<file path="src/rtl/spi_regfile_pkg.sv">
// Shared types and helpers for the SPI register file.
// Holds the FSM state encoding, default signatures and frame field extractors.
// Field extractors take widths as arguments so any parametrisation can reuse them.
package spi_regfile_pkg;

  typedef enum logic [1:0] {
    IDLE   = 2'd0,
    DECODE = 2'd1,
    RESP   = 2'd2
  } state_t;

  localparam logic [3:0] SIG_WR_DEF = 4'b0110;
  localparam logic [3:0] SIG_RD_DEF = 4'b0111;

  // Low-order mask of the given width
  function automatic logic [63:0] field_mask(input int w);
    return (64'd1 << w) - 64'd1;
  endfunction

  // Frame layout is {sig, addr, data}, MSB first
  function automatic logic [63:0] frame_sig(input logic [63:0] frame, input int sig_w,
                                            input int addr_w, input int data_w);
    return (frame >> (addr_w + data_w)) & field_mask(sig_w);
  endfunction

  function automatic logic [63:0] frame_addr(input logic [63:0] frame, input int addr_w,
                                             input int data_w);
    return (frame >> data_w) & field_mask(addr_w);
  endfunction

  function automatic logic [63:0] frame_data(input logic [63:0] frame, input int data_w);
    return frame & field_mask(data_w);
  endfunction

endpackage

</file>
<file path="src/rtl/spi_sat_cnt.sv">
// Saturating event counter for link diagnostics.
// One cycle from inc to updated value; holds at all-ones once saturated.
// Synchronous clear has priority over a coincident increment.
module spi_sat_cnt #(
  parameter int CNT_W = 8
) (
  input  logic             clk,
  input  logic             rst,
  input  logic             inc,
  input  logic             clr,
  output logic [CNT_W-1:0] value
);

  // Count up until all-ones, clear wins over increment
  always_ff @(posedge clk) begin
    if (rst || clr) begin
      value <= '0;
    end else if (inc && (value != '1)) begin
      value <= value + CNT_W'(1);
    end
  end

endmodule

</file>
<file path="src/rtl/spi_regfile.sv">
// SPI-slave register file: decodes received frames into register writes or read-backs.
// rx_done at N -> effects visible at N+2; read responses held on tx_valid until tx_ready.
// Frames arriving while not IDLE are dropped and counted; no backpressure toward the receiver.
module spi_regfile
  import spi_regfile_pkg::*;
#(
  parameter int                SIG_W     = 4,
  parameter logic [SIG_W-1:0]  SIG_WR    = SIG_W'(SIG_WR_DEF),
  parameter logic [SIG_W-1:0]  SIG_RD    = SIG_W'(SIG_RD_DEF),
  parameter int                ADDR_W    = 4,
  parameter int                DATA_W    = 8,
  parameter int                NUM_REGS  = 16,
  parameter logic [DATA_W-1:0] RESET_VAL = '0,
  parameter int                CNT_W     = 8,
  parameter int                FRAME_W   = SIG_W + ADDR_W + DATA_W
) (
  input  logic                       clk,
  input  logic                       rst,
  input  logic                       rx_done,
  input  logic [FRAME_W-1:0]         rx_data,
  output logic [NUM_REGS*DATA_W-1:0] regs_flat,
  output logic [NUM_REGS-1:0]        wr_stb,
  output logic                       frame_ok,
  output logic                       frame_err,
  output logic [FRAME_W-1:0]         tx_data,
  output logic                       tx_valid,
  input  logic                       tx_ready,
  output logic                       busy,
  input  logic                       clr_stat,
  output logic [CNT_W-1:0]           sig_err_cnt,
  output logic [CNT_W-1:0]           range_err_cnt,
  output logic [CNT_W-1:0]           drop_cnt
);

  state_t              state_q, state_d;
  logic [FRAME_W-1:0]  frame_q;
  logic [DATA_W-1:0]   regs_q [NUM_REGS];

  logic [63:0]         frame_ext;
  logic [SIG_W-1:0]    f_sig;
  logic [ADDR_W-1:0]   f_addr;
  logic [DATA_W-1:0]   f_data;
  logic [31:0]         addr_u;
  logic                is_wr, is_rd, in_range;

  // Decode actions, valid only while in DECODE
  logic                do_wr, do_rd, dec_ok, dec_err;
  logic                sig_inc, range_inc, drop_inc;
  logic [NUM_REGS-1:0] wr_sel;
  logic [DATA_W-1:0]   rd_val;

  assign frame_ext = 64'(frame_q);
  assign f_sig     = SIG_W'(frame_sig(frame_ext, SIG_W, ADDR_W, DATA_W));
  assign f_addr    = ADDR_W'(frame_addr(frame_ext, ADDR_W, DATA_W));
  assign f_data    = DATA_W'(frame_data(frame_ext, DATA_W));
  assign addr_u    = 32'(f_addr);
  assign is_wr     = (f_sig == SIG_WR);
  assign is_rd     = (f_sig == SIG_RD);
  assign in_range  = (addr_u < 32'(NUM_REGS));

  // State register
  always_ff @(posedge clk) begin
    if (rst) begin
      state_q <= IDLE;
    end else begin
      state_q <= state_d;
    end
  end

  // Next-state: reads (even out of range) always produce a response
  always_comb begin
    state_d = state_q;
    case (state_q)
      IDLE:    if (rx_done) state_d = DECODE;
      DECODE:  state_d = is_rd ? RESP : IDLE;
      RESP:    if (tx_valid && tx_ready) state_d = IDLE;
      default: state_d = IDLE;
    endcase
  end

  // Output decode: per-state actions feeding the registered outputs and counters
  always_comb begin
    busy      = (state_q != IDLE);
    do_wr     = 1'b0;
    do_rd     = 1'b0;
    dec_ok    = 1'b0;
    dec_err   = 1'b0;
    sig_inc   = 1'b0;
    range_inc = 1'b0;
    drop_inc  = rx_done && (state_q != IDLE);
    if (state_q == DECODE) begin
      do_wr     = is_wr && in_range;
      do_rd     = is_rd;
      dec_ok    = (is_wr || is_rd) && in_range;
      dec_err   = !((is_wr || is_rd) && in_range);
      sig_inc   = !(is_wr || is_rd);
      range_inc = (is_wr || is_rd) && !in_range;
    end
  end

  // One-hot write select and read mux; out-of-range reads return zero
  always_comb begin
    wr_sel = '0;
    rd_val = '0;
    for (int i = 0; i < NUM_REGS; i++) begin
      wr_sel[i] = do_wr && (addr_u == 32'(i));
      if (in_range && (addr_u == 32'(i))) rd_val = regs_q[i];
    end
  end

  // Frame capture only when idle, so dropped frames leave it untouched
  always_ff @(posedge clk) begin
    if (rst) begin
      frame_q <= '0;
    end else if ((state_q == IDLE) && rx_done) begin
      frame_q <= rx_data;
    end
  end

  // Register bank update
  always_ff @(posedge clk) begin
    if (rst) begin
      for (int i = 0; i < NUM_REGS; i++) regs_q[i] <= RESET_VAL;
    end else begin
      for (int i = 0; i < NUM_REGS; i++) begin
        if (wr_sel[i]) regs_q[i] <= f_data;
      end
    end
  end

  for (genvar g = 0; g < NUM_REGS; g++) begin : g_flat
    assign regs_flat[g*DATA_W +: DATA_W] = regs_q[g];
  end

  // Registered strobes and read response; response held until handshake
  always_ff @(posedge clk) begin
    if (rst) begin
      wr_stb    <= '0;
      frame_ok  <= 1'b0;
      frame_err <= 1'b0;
      tx_valid  <= 1'b0;
      tx_data   <= '0;
    end else begin
      wr_stb    <= wr_sel;
      frame_ok  <= dec_ok;
      frame_err <= dec_err;
      if (do_rd) begin
        tx_data  <= {SIG_RD, f_addr, rd_val};
        tx_valid <= 1'b1;
      end else if (tx_valid && tx_ready) begin
        tx_valid <= 1'b0;
      end
    end
  end

  spi_sat_cnt #(.CNT_W(CNT_W)) u_sig_cnt (
    .clk(clk), .rst(rst), .inc(sig_inc), .clr(clr_stat), .value(sig_err_cnt)
  );

  spi_sat_cnt #(.CNT_W(CNT_W)) u_range_cnt (
    .clk(clk), .rst(rst), .inc(range_inc), .clr(clr_stat), .value(range_err_cnt)
  );

  spi_sat_cnt #(.CNT_W(CNT_W)) u_drop_cnt (
    .clk(clk), .rst(rst), .inc(drop_inc), .clr(clr_stat), .value(drop_cnt)
  );

endmodule

</file>
<file path="config.mk">
export PLATFORM = sky130hd
export DESIGN_NAME = spi_regfile
export DESIGN_NICKNAME = d
export VERILOG_FILES = /design/src/rtl/spi_regfile_pkg.sv /design/src/rtl/spi_sat_cnt.sv /design/src/rtl/spi_regfile.sv
export SDC_FILE = /design/constraint.sdc
export NUM_CORES = 1
export LEC_CHECK = 0
export CORE_UTILIZATION = 45
export CTS_BUF_LIST = sky130_fd_sc_hd__clkbuf_8 sky130_fd_sc_hd__clkbuf_16
export DETAILED_ROUTE_END_ITERATION = 12
export GPL_TIMING_DRIVEN = 0
export PLACE_DENSITY = 0.75
export SLEW_MARGIN = 25
export SYNTH_ARGS = -nofsm -noshare
export SYNTH_HDL_FRONTEND = slang
export SYNTH_SLANG_ARGS = --single-unit
</file>
<file path="constraint.sdc">
create_clock -name clk -period 2.1 [get_ports clk]
set_input_delay 0.315 -clock clk [delete_from_list [all_inputs] [get_ports clk]]
set_output_delay 0.315 -clock clk [all_outputs]
set_load 0.02 [all_outputs]
</file>
After elaboration in Yosys (flattened, before gate mapping)
Memories as Yosys holds them, arrays and structs flattened.
Index checks and enable logic that the tools add are counted.

cells by class
  $add $sub $neg = 3
  $mul = 0
  div/mod/pow operators = 0
  $lt $le $gt $ge = 1
  equal/unequal tests = 24
  shift operators = 0
  muxes and demuxes = 92
  bitwise gates (word level) = 17
  reductions and logical operators = 52

operators with widths
  operator               number
  $mux W8                32
  $mux W1                56
  $logic_and A1 B1 Y1    41
  $eq A4 B4 Y1 const B   8
  $logic_not A32 Y1      1
  $add A8 B1 Y8 const B  3
  $eq A4 B3 Y1 const B   6
  $ne A8 B8 Y1 const B   3
  $or A1 B1 Y1           16
  $eq A4 B2 Y1 const B   2
  $mux W2                3
  $pmux W2 S3            1
  $lt A4 B5 Y1 const B   1
  $eq A4 B1 Y1 const B   1
  $ne A2 B2 Y1 const B   2
  $reduce_bool A2 Y1     2
  $logic_not A1 Y1       3
  $eq A2 B1 Y1 const B   1
  $eq A2 B2 Y1 const B   1
  $logic_not A2 Y1       1
  $logic_or A1 B1 Y1     2
  $reduce_and A2 Y1      1
  $reduce_or A2 Y1       1
  $not A1 Y1             1

word-level totals
  bits in registers = 74
  bits in latches = 0
  bits in writable memories = 128
  bits in read-only memories = 0
  input port bits = 21
  output and inout bits = 188
  memories kept = 1

memory list
  name    words  width  read ports  clocked after memory_dff  write ports  RTL line           source
  regs_q  16     8      16          0                         16           spi_regfile.sv:37  logic [DATA_W-1:0] regs_q [NUM_REGS];

Depth between registers and ports, before layout
  depth after elaboration = 18
  depth in mapped cells = 9

By module
Synthesis repeated with hierarchy kept, for this count alone.

second synthesis, totals
  cells, all modules = 763
  area total of the unflattened synthesis = 8,779.7 um^2

by module, submodules not included
  module       instances  cells an instance  area an instance (um^2)
  spi_regfile  1          619                7,514.7
  spi_sat_cnt  3          48                 421.7

Least setup slack after synthesis
Ideal clock, no wire load.

  path type = register to register
  from = register state_q[0]
  to = memory regs_q[7][0], in the netlist regs_q[0][56], enable pin
  library setup time = 0.334 ns
  arrival = 1.804 ns
  slack = -0.039 ns
  cell stages (with the launch flop) = 7
  clock period less this slack = 2.139 ns
  cells stage by stage = dfxtp_1 nor2b_2 or3b_1 nand2b_1 or3_1 buf_2 nand2b_1

RTL lines
  element                 RTL line           source
  start, declared         spi_regfile.sv:35  state_t state_q, state_d;
  start signal, assigned  spi_regfile.sv:66  state_q <= state_d;
  end, declared           spi_regfile.sv:37

Final worst setup path
  from = register frame_q[8]
  to = register tx_data[5]

between the ends
  longest elaborated chain between the ends = 18
  elaborated cells on any way between the ends = 49

RTL lines
  element                                            RTL line                               source
  start, declared                                    spi_regfile.sv:36                      logic [FRAME_W-1:0] frame_q;
  start signal, assigned                             spi_regfile.sv:116                     frame_q <= rx_data;
  $lt A4 B5 Y1 or $logic_not A32 Y1 (tied branches)  spi_regfile.sv:59, spi_regfile.sv:107
  $logic_and A1 B1 Y1                                spi_regfile.sv:107                     if (in_range && (addr_u == 32'(i))) rd_val = regs_q[i];
  $mux W8 (15 in a row)                              spi_regfile.sv:107
  $mux W8 (*)                                        spi_regfile.sv:107
  end signal, assigned                               spi_regfile.sv:148                     tx_data <= {SIG_RD, f_addr, rd_val};
  end, declared                                      spi_regfile.sv:25                      output logic [FRAME_W-1:0] tx_data,

Every way passes the cells marked *; elsewhere a longest branch is shown, timed or not.
A chain may end at the register's enable or synchronous reset.

==> results.toml <==
[run_status]
status = "complete, but fails checks"
violations = "negative setup slack"

[synthesis]
synthCells = 736
synthDistinctLibCells = 68
yosys_warnings = 0
postSynthAreaPerCell_um2 = 11.3
syn_area_mm2 = 0.00829
synth_edf_count = 128
synth_flop_cell = "edfxtp_1"
async_flop_share = 0
yosysSeqAreaShare = 0.623
synth_seq_cells = 194

[timing]
whs_ns = 0.411
finClkSkew_ns = 0.00859
drv_slew = 0
rsz0062_at_grt = "yes"
layout_setup_ws_ns = -0.0168
finalCriticalPeriod_ns = 2.12
slew_headroom = 0.476
setup_viol = 1
finalCritPeriodShare = 1.01
worstMarginPinSlew_ns = 0.783
timing.final.hold_violations = 0
fmax_mhz = 472

[power]
vdd_drop_max_uv = 712
switching_share = 0.262
p_comb_frac = 0.128
switchingPower_w = 0.00229
p_int_w = 0.00645
power.density_mw_per_mm2 = 752
p_leak_nw = 4.21
power_frac_clock = 0.377
pwr-share-seq = 0.495

[critical_path]
arrival_ns = 2.49
required_ns = 2.47
critPathKind = "reg -> reg"
start_kind = "register"
cp-end-kind = "register"
cp_max_fo = 10
slowest_stage = "a2111oi_1"
crit_path_frequent_cell = "o2bb2ai_1"
crit_chain = "buf_6, inv_1, buf_2, a21oi_1, nor2_1, o2bb2ai_1, a2111oi_1, o2bb2ai_1"
slowest_delay_ns = 0.47

[cells_and_area]
syn2layout_area_growth_pct = 40.1
fin_util = 0.645
final_cells = 1212
antenna_cells = 0
n_fill_cell = 1436
design_area_mm2 = 0.0116
drive_gt1_frac = 0.156
fin_nets = 993

[grt]
grt_first_pass_wirelength_mm = 40.5
grt_max_degree = 18
grt_usage = 0.303
antenna_found_initial = 0
grt_pass1_vias = 6653
overflow = 0

[clocking]
clkTransAtPathRegs_ns = 0.07
cts_buffers = 17
tritoncts = "done"
clk_path_buf_depth = 2
cts_root_buf = "clkbuf_16"
h-tree-depth = 4
clock_latency_ns = 0.45
clock_sink_count = 194

[floorplan]
dieArea_mm2 = 0.0190
die_y_um = 138
rows = 49
coreArea_mm2 = 0.0180
fp.dieW_um = 138
initial_core_util = 0.460
num_io_pins = 209

[placement]
place.gp.congestion = 0.988
placed_area_mm2 = 0.0106
hpwl_mm = 20.2
post-place-ws_ns = -1.21
placed_cells = 1172
portBuffers = 199

[routing]
drt_wl_total_mm = 28.2
dr.pass1.iters = 5
wl_per_cell_um = 23.3
dr_total_vias = 7090
ant_nets = 0
drc = 0
viasPerCell = 5.85
drt_first_iter_violations = 988

[min_path]
hp-class = "in -> reg"

[run]
maxCapViolations = 0
==> final cells by class <==
class / instances / area (um2) / area share
flip-flops and latches: 194 / 5170 / 0.445
multi-input cells: 469 / 3030 / 0.261
repair buffers: 210 / 2090 / 0.180
clock buffers: 21 / 514 / 0.0443
plain buffers: 58 / 365 / 0.0314
well taps: 229 / 287 / 0.0247
clock inverters: 11 / 83.8 / 0.00721
inverters: 20 / 76.3 / 0.00657
==> synth_stat cells, types with 3 or more instances <==
library cell,count,area share
nand3b_1,3,0.0027
o32ai_1,3,0.0032
dfxtp_1,66,0.16
a21oi_1,51,0.031
nand4_1,3,0.0023
xnor2_1,4,0.0042
o22a_1,9,0.0095
a221oi_1,6,0.0063
o21ai_0,26,0.016
or3_1,7,0.0053
or4_1,3,0.0027
clkbuf_1,28,0.013
a31oi_1,6,0.0045
a31o_2,3,0.0032
buf_4,14,0.013
nor2_1,136,0.062
o211ai_1,4,0.0036
a22oi_1,3,0.0027
mux4_2,8,0.022
nand3_1,12,0.0072
o22ai_1,5,0.0038
nor2b_1,3,0.0023
mux2_2,5,0.0068
xor2_1,5,0.0053
a211oi_1,4,0.0036
buf_2,13,0.0078
mux2i_1,17,0.021
o2bb2ai_1,3,0.0032
inv_1,18,0.0081
nand2_1,53,0.024
edfxtp_1,128,0.46
a21o_1,3,0.0027
nand2b_1,26,0.020
nor3_1,6,0.0036
o221ai_1,5,0.0053
and3_1,4,0.0030
==> state kept, by name (all words and copies together), names as in the netlist <==
signal / cells
frame_err: 1
frame_ok: 1
frame_q: 16
regs_q: 128
state_q: 2
tx_data: 13
tx_valid: 1
u_drop_cnt.value: 8
u_sig_cnt.value: 8
wr_stb: 16
==> layout by cell type (no fill, tap or decap), types with 6 or more instances in the layout <==
master           netlist  final
buf_4                 14     22
nand2b_4               0     11
nor3_1                 6      6
nand2b_1              26     13
o22a_1                 9      9
clkdlybuf4s50_1        0    199
a221oi_1               6      6
nand3_1               12      9
buf_6                  2      8
or3_1                  7      6
mux2i_1               17     16
nand2_1               53     48
edfxtp_1             128    128
buf_2                 13      6
conb_1                 1      9
clkbuf_16              0     20
clkbuf_2               1      7
nor2_1               136    131
dfxtp_1               66     61
clkbuf_1              28     18
a21oi_1               51     49
mux4_2                 8      9
inv_1                 18     18
o21ai_0               26     25
==> final timing paths <==
| path | from | endpoint | slack [ns] | cells after the start |
|---|---|---|---|---|
| hold reg to reg | tx_data[9]$_SDFFE_PP0P_ | tx_data[9]$_SDFFE_PP0P_ | 0.46 | 2 |
| setup reg to reg | frame_q[8]$_SDFFE_PP0P_ | tx_data[5]$_SDFFE_PP0P_ | -0.02 | 8 |
| hold / removal | rx_data[12] | frame_q[12]$_SDFFE_PP0P_ | 0.41 | 3 |
| setup / recovery | frame_q[8]$_SDFFE_PP0P_ | tx_data[5]$_SDFFE_PP0P_ | -0.02 | 8 |
==> power groups by stage <==
stage | clock (W) | combinational, W | sequential [W]
after floorplan | 0 | 0.000419 | 0.00451
after global placement | 0 | 0.00102 | 0.00441
after detailed placement | 0 | 0.00103 | 0.00441
after CTS | 0.00328 | 0.00108 | 0.00433
after global routing | 0.00344 | 0.00117 | 0.00433
final | 0.00329 | 0.00112 | 0.00433
==> per-stage QoR <==
| stage | total power [W] | setup TNS, ns |
|---|---|---|
| floorplan | 0.00493 | 0 |
| global placement | 0.00542 | -98.47 |
| detailed placement | 0.00543 | -102.46 |
| CTS | 0.00869 | -0.264 |
| global route | 0.00894 | -0.203 |
| finish | 0.00874 | -0.0168 |
==> worst max-delay path: cells and delay by family, from the launching register on <==
kind            cells  cell delay (ns)
compound gates      4             0.87
buf+inv             3             0.70
flops               1             0.37
simple gates        1             0.10
==> routing by layer <==
metal	part of all wire	vias to the layer above	track usage	wire, um
li1	-	3094	-	-
met1	0.37	3400	0.415	10500
met2	0.48	529	0.471	13500
met3	0.12	67	0.0618	3440
met4	0.029	0	0.123	811
met5	0	-	0	0
==> cell families after synthesis <==
kind of cell / share of synthesized area
AO/OA/AOI/OAI: 0.114
XOR/XNOR: 0.00950
adder cells (fa/ha/maj): 0.00302
buffers and inverters: 0.0483
flip-flops: 0.623
multiplexers: 0.0522
other: 0.000452
AND/OR/NAND/NOR: 0.150
==> what timing repair did <==
action | in CTS | in global routing
hold endpoints to repair | 0 | 0
pin swaps | 2 | 3
resized for setup | 72 | 35
hold buffers | 0 | 0
cloned | 0 | 0
endpoints found under the setup margin | 229 | 131
buffers inserted | 8 | 4
(Power assumes the default switching activity.)
